<file path="src/rtl/seq_loader.sv">
// seq_loader: loads an ASCII nucleotide stream into a sequence RAM write port.
//   Bytes arrive on a valid/ready handshake. A/C/G/T (either case) are folded to
//   upper case and written one cycle after acceptance. Leading CR/LF bytes are
//   dropped, and a later CR/LF ends the sequence. Any other byte raises err.
// Ports:
//   clk, rst             clock, asynchronous active-high reset
//   start                begin a new load (ignored while loading)
//   in_data/in_valid     host byte stream
//   in_ready             byte can be accepted this cycle (state == LOAD)
//   din/en_din/we        RAM write data {1'b0, ASCII} and one-cycle strobes
//   addr_din             RAM write address
//   len                  nucleotides written so far (0..N)
//   busy/done/err        LOAD / DONE / ERR state flags
module seq_loader #(
  parameter int unsigned N   = 128,
  parameter int unsigned Bit = $clog2(N)
) (
  input  logic           clk,
  input  logic           rst,
  input  logic           start,
  input  logic [7:0]     in_data,
  input  logic           in_valid,
  output logic           in_ready,
  output logic [8:0]     din,
  output logic           en_din,
  output logic           we,
  output logic [Bit-1:0] addr_din,
  output logic [Bit:0]   len,
  output logic           busy,
  output logic           done,
  output logic           err
);

  localparam int unsigned CW = Bit + 1;

  typedef enum logic [1:0] {
    S_IDLE = 2'd0,
    S_LOAD = 2'd1,
    S_DONE = 2'd2,
    S_ERR  = 2'd3
  } state_t;

  state_t          r_state;
  state_t          w_next;
  logic [CW-1:0]   r_count;
  logic [8:0]      r_din;
  logic [Bit-1:0]  r_addr;
  logic            r_wr;

  logic            w_accept;
  logic [7:0]      w_upper;
  logic            w_is_nuc;
  logic            w_is_term;
  logic            w_write;
  logic            w_clear;
  logic [CW-1:0]   w_count_inc;
  logic            w_last;

  // Byte classification; clearing bit 5 folds lower case onto upper case.
  assign w_accept    = in_valid & (r_state == S_LOAD);
  assign w_upper     = in_data & 8'hDF;
  assign w_is_nuc    = (w_upper == 8'h41) | (w_upper == 8'h43) |
                       (w_upper == 8'h47) | (w_upper == 8'h54);
  assign w_is_term   = (in_data == 8'h0A) | (in_data == 8'h0D);
  assign w_write     = w_accept & w_is_nuc;
  assign w_clear     = start & (r_state != S_LOAD);
  assign w_count_inc = r_count + CW'(1);
  assign w_last      = (w_count_inc == CW'(N));

  // State register.
  always_ff @(posedge clk or posedge rst) begin
    if (rst) begin
      r_state <= S_IDLE;
    end else begin
      r_state <= w_next;
    end
  end

  // Next-state logic.
  always_comb begin
    w_next = r_state;
    unique case (r_state)
      S_IDLE, S_DONE, S_ERR: begin
        if (start) w_next = S_LOAD;
      end
      S_LOAD: begin
        if (w_accept) begin
          if (w_is_nuc) begin
            if (w_last) w_next = S_DONE;
          end else if (w_is_term) begin
            // Terminators before the first nucleotide are blank lines.
            if (r_count != '0) w_next = S_DONE;
          end else begin
            w_next = S_ERR;
          end
        end
      end
      default: w_next = S_IDLE;
    endcase
  end

  // Write-port pipeline and length counter; strobe follows the accept by one cycle.
  always_ff @(posedge clk or posedge rst) begin
    if (rst) begin
      r_count <= '0;
      r_din   <= '0;
      r_addr  <= '0;
      r_wr    <= 1'b0;
    end else begin
      r_wr <= w_write;
      if (w_clear) begin
        r_count <= '0;
      end else if (w_write) begin
        r_count <= w_count_inc;
      end
      if (w_write) begin
        r_din  <= {1'b0, w_upper};
        r_addr <= r_count[Bit-1:0];
      end
    end
  end

  assign in_ready = (r_state == S_LOAD);
  assign busy     = (r_state == S_LOAD);
  assign done     = (r_state == S_DONE);
  assign err      = (r_state == S_ERR);
  assign din      = r_din;
  assign en_din   = r_wr;
  assign we       = r_wr;
  assign addr_din = r_addr;
  assign len      = r_count;

endmodule

</file>
<file path="config.mk">
export PLATFORM = sky130hd
export DESIGN_NAME = seq_loader
export DESIGN_NICKNAME = d
export VERILOG_FILES = /design/src/rtl/seq_loader.sv
export SDC_FILE = /design/constraint.sdc
export NUM_CORES = 1
export LEC_CHECK = 0
export CAP_MARGIN = 0
export CORE_MARGIN = 2
export CORE_UTILIZATION = 50
export DETAILED_ROUTE_END_ITERATION = 8
export GPL_TIMING_DRIVEN = 1
export PLACE_DENSITY = 0.87
export SYNTH_ARGS = -nofsm -noshare
export SYNTH_HDL_FRONTEND = slang
export SYNTH_SLANG_ARGS = --single-unit
</file>
<file path="constraint.sdc">
create_clock -name clk -period 2.3 [get_ports clk]
set_input_delay 0.69 -clock clk [delete_from_list [all_inputs] [get_ports clk]]
set_output_delay 0.69 -clock clk [all_outputs]
set_load 0.005 [all_outputs]
</file>
==> impl_metrics.yaml <==
run_status:
  outcome: "finished, final reports clean"
finish:
  fin_util_pct: 70.5
  n_fill_cell: 216
  syn2layout_area_growth_pct: 37.0
  layout.cells.non_filler: 205
  drive_above_1_share_pct: 19.5
  regArea_um2: 626
  num_antenna_cells: 0
  multi_input_area_um2: 671
  stdcell_area_um2: 1890
  nets: 190
yosys:
  yosysMostFrequentCell: "dfrtp_1"
  yosysUniqueCellTypes: 43
  synth_top_area_share_pct: 45.3
  synth_edf_count: 0
  yosys.area.top_type: "dfrtp_1"
  synthTopCellsByArea: "dfrtp_1 (45%), mux2_2 (7.3%), ha_1 (2.7%), o21ai_0 (2.5%), nand2_1 (2.4%)"
  yosysWarnings: 0
  synth.avg_cell_area_um2: 11.0
  syn-instance-count: 126
  ys_ff_latch: 25
  synth_area_um2: 1380
  async_reset_ff_share_pct: 100
  synth_common_cells: "dfrtp_1 (25), mux2_2 (9), nand2_1 (9), inv_1 (8), o21ai_0 (7)"
  synthFlopType: "dfrtp_1"
  ys_seq_area_share_pct: 45.3
sta:
  tightest_slew_ns: 0.538
  fin_ws_ns: 0.0886
  fin_crit_sh_pct: 96.1
  skew_ns: 0.00163
  fmax_ghz: 0.452
  setup_viol: 0
  rsz0062_at_grt: "false"
  maxSlewViolCount: 0
  max_slew_margin_pct: 64.1
  fin_crit_ns: 2.21
  final_hold_viol_count: 0
power:
  power.leakage_nw: 0.884
  ir_worst_vdd_uv: 469
  p_switching_w: 0.000214
  pwr-share-seq_pct: 56.0
  combPwrFrac_pct: 21.4
  p_per_area_nw_per_um2: 449
  internal-power_w: 0.000636
  switching_share_pct: 25.1
  clockPowerShare_pct: 22.6
die:
  core_um2: 2690
  fp-row-count: 19
  dieArea_um2: 3200
  die_w_um: 56.6
  start_util_pct: 51.4
  dieHeight_um: 56.6
  pin_count: 42
job:
  cap_violations: 0
detailed_routing:
  drt_iter0_drc: 29
  ant_nets: 0
  drc: 0
  wl_mm: 2.97
  dr.pass1.iters: 4
  routedWlPerCell_um: 14.5
  vias: 1119
  vias_per_cell: 5.46
worst_setup_path:
  criticalPathCategory: "reg -> out"
  worst-path-max-fanout: 7
  start_kind: "register"
  end_kind: "primary output"
  cp.arrival_ns: 1.52
  worstPathRequired_ns: 1.61
  r2r_slack_ns: 0.66
placed_design:
  post-dp-hpwl_mm: 2.31
  gp_congestion: 0.825
  dp_slack_ns: -0.0566
  placed_area_um2: 1850
  dp_cells: 199
  port_buffers: 39
clock_network:
  cts-root-buf: "clkbuf_4"
  clk_pin_slew_ns: 0.13
  cts.sinks: 25
  cts_tree: "built"
  cts_inserted_buffers: 3
  clk_path_buf_depth: 2
  htree_levels: 1
  clk_latency_ns: 0.32
min_path:
  worstHoldPathType: "reg -> reg"
global_route:
  overflow: 0
  grt.met3_usage_pct: 3.23
  grt_start_max_net_pins: 15
  met2_usage_pct: 32.1
  grt_pass1_wl_mm: 5.05
  antenna_found_initial: 0
  grt_pass1_vias: 1099
  grt_use_met1_pct: 27.3
  track_usage_pct: 19.8
  gr-max-usage-layer: "met2"
[power by group through the flow]
stage / Clock, W / Sequential (W) / Combinational (W)
final: 0.000192 / 0.000476 / 0.000182
after global routing: 0.000218 / 0.000479 / 0.000198
after CTS: 0.000202 / 0.000477 / 0.000174
after detailed placement: 0 / 0.000485 / 0.000173
after global placement: 0 / 0.000484 / 0.000168
after floorplan: 0 / 0.000485 / 0.0000720
[worst max-delay path: stages (launching register included)]
cell and delay [ns]:
dfrtp_1 0.47, nand2_1 0.14, inv_2 0.10, clkdlybuf4s50_1 0.50
[layer usage]
metal | share of wire [%] | up-vias | wire length, um
met5 | 0 | - | 0
met4 | 1.7 | 0 | 51
met3 | 5.2 | 7 | 155
met2 | 48 | 38 | 1430
met1 | 45 | 529 | 1340
li1 | - | 545 | -
[repair_timing]
action                     CTS  global route
hold buffers                 0             0
setup endpoints to repair    2             2
buffers inserted             0             2
cloned                       0             0
gates resized for setup      1             0
[kinds of logic (layout without fill, tap and decap cells)]
| logic type | count (synthesis) | in the layout | share of synthesized area, % |
|---|---|---|---|
| other cells | 1 | 2 | 0.271 |
| xor+xnor | 4 | 4 | 2.54 |
| fa+ha+maj | 3 | 3 | 2.72 |
| compound gates | 24 | 24 | 14.9 |
| flops | 25 | 25 | 45.3 |
| buf+inv | 17 | 64 | 6.43 |
| simple gates | 40 | 40 | 18.3 |
| mux | 12 | 12 | 9.51 |
[placed cells by master (no fill, tap or decap), types with 2 or more instances in the layout]
cell type         n
clkdlybuf4s50_1  39
dfrtp_1          25
buf_4            12
nand2_1           9
mux2_2            9
inv_1             7
o21ai_0           7
nor2_1            5
nand3_1           4
mux2i_1           3
nor3b_1           3
o31ai_1           3
nor3_1            3
and2_1            3
ha_1              3
clkbuf_4          3
nor2b_1           2
nand2b_1          2
a21o_1            2
o211ai_1          2
xor2_1            2
xnor2_1           2
conb_1            2
[final cells by class]
class	instances	area share (%)
multi-input combinational	85	35.4
sequential	25	33.0
timing repair buffer	52	26.4
tap	31	2.05
inverter	8	1.59
clock buffer	3	1.19
clock inverter	1	0.264
[sequential cells by signal (all words and copies together), names as in the netlist]
name      count
en_din        1
r_state       2
len           8
din           7
addr_din      7
[final timing paths]
kind,from,endpoint,cells after the start
max reg2reg,len[4],r_state[0],5
min in group asynchronous,rst,len[5],2
max in group asynchronous,rst,addr_din[1],3
min reg2reg,din[6],din[6],1
min,din[6],din[6],1
max,r_state[0],in_ready,3
[metrics by stage]
step | total power (W) | TNS (ns) | hold slack, ns
6_report | 0.000850 | 0 | 0.483
5_1_grt | 0.000895 | 0 | 0.516
4_1_cts | 0.000854 | 0 | 0.492
3_5_place_dp | 0.000659 | -0.323 | 0.458
3_3_place_gp | 0.000652 | -0.0213 | 0.453
2_1_floorplan | 0.000557 | 0 | 0.459
(Power assumes the default switching activity.)
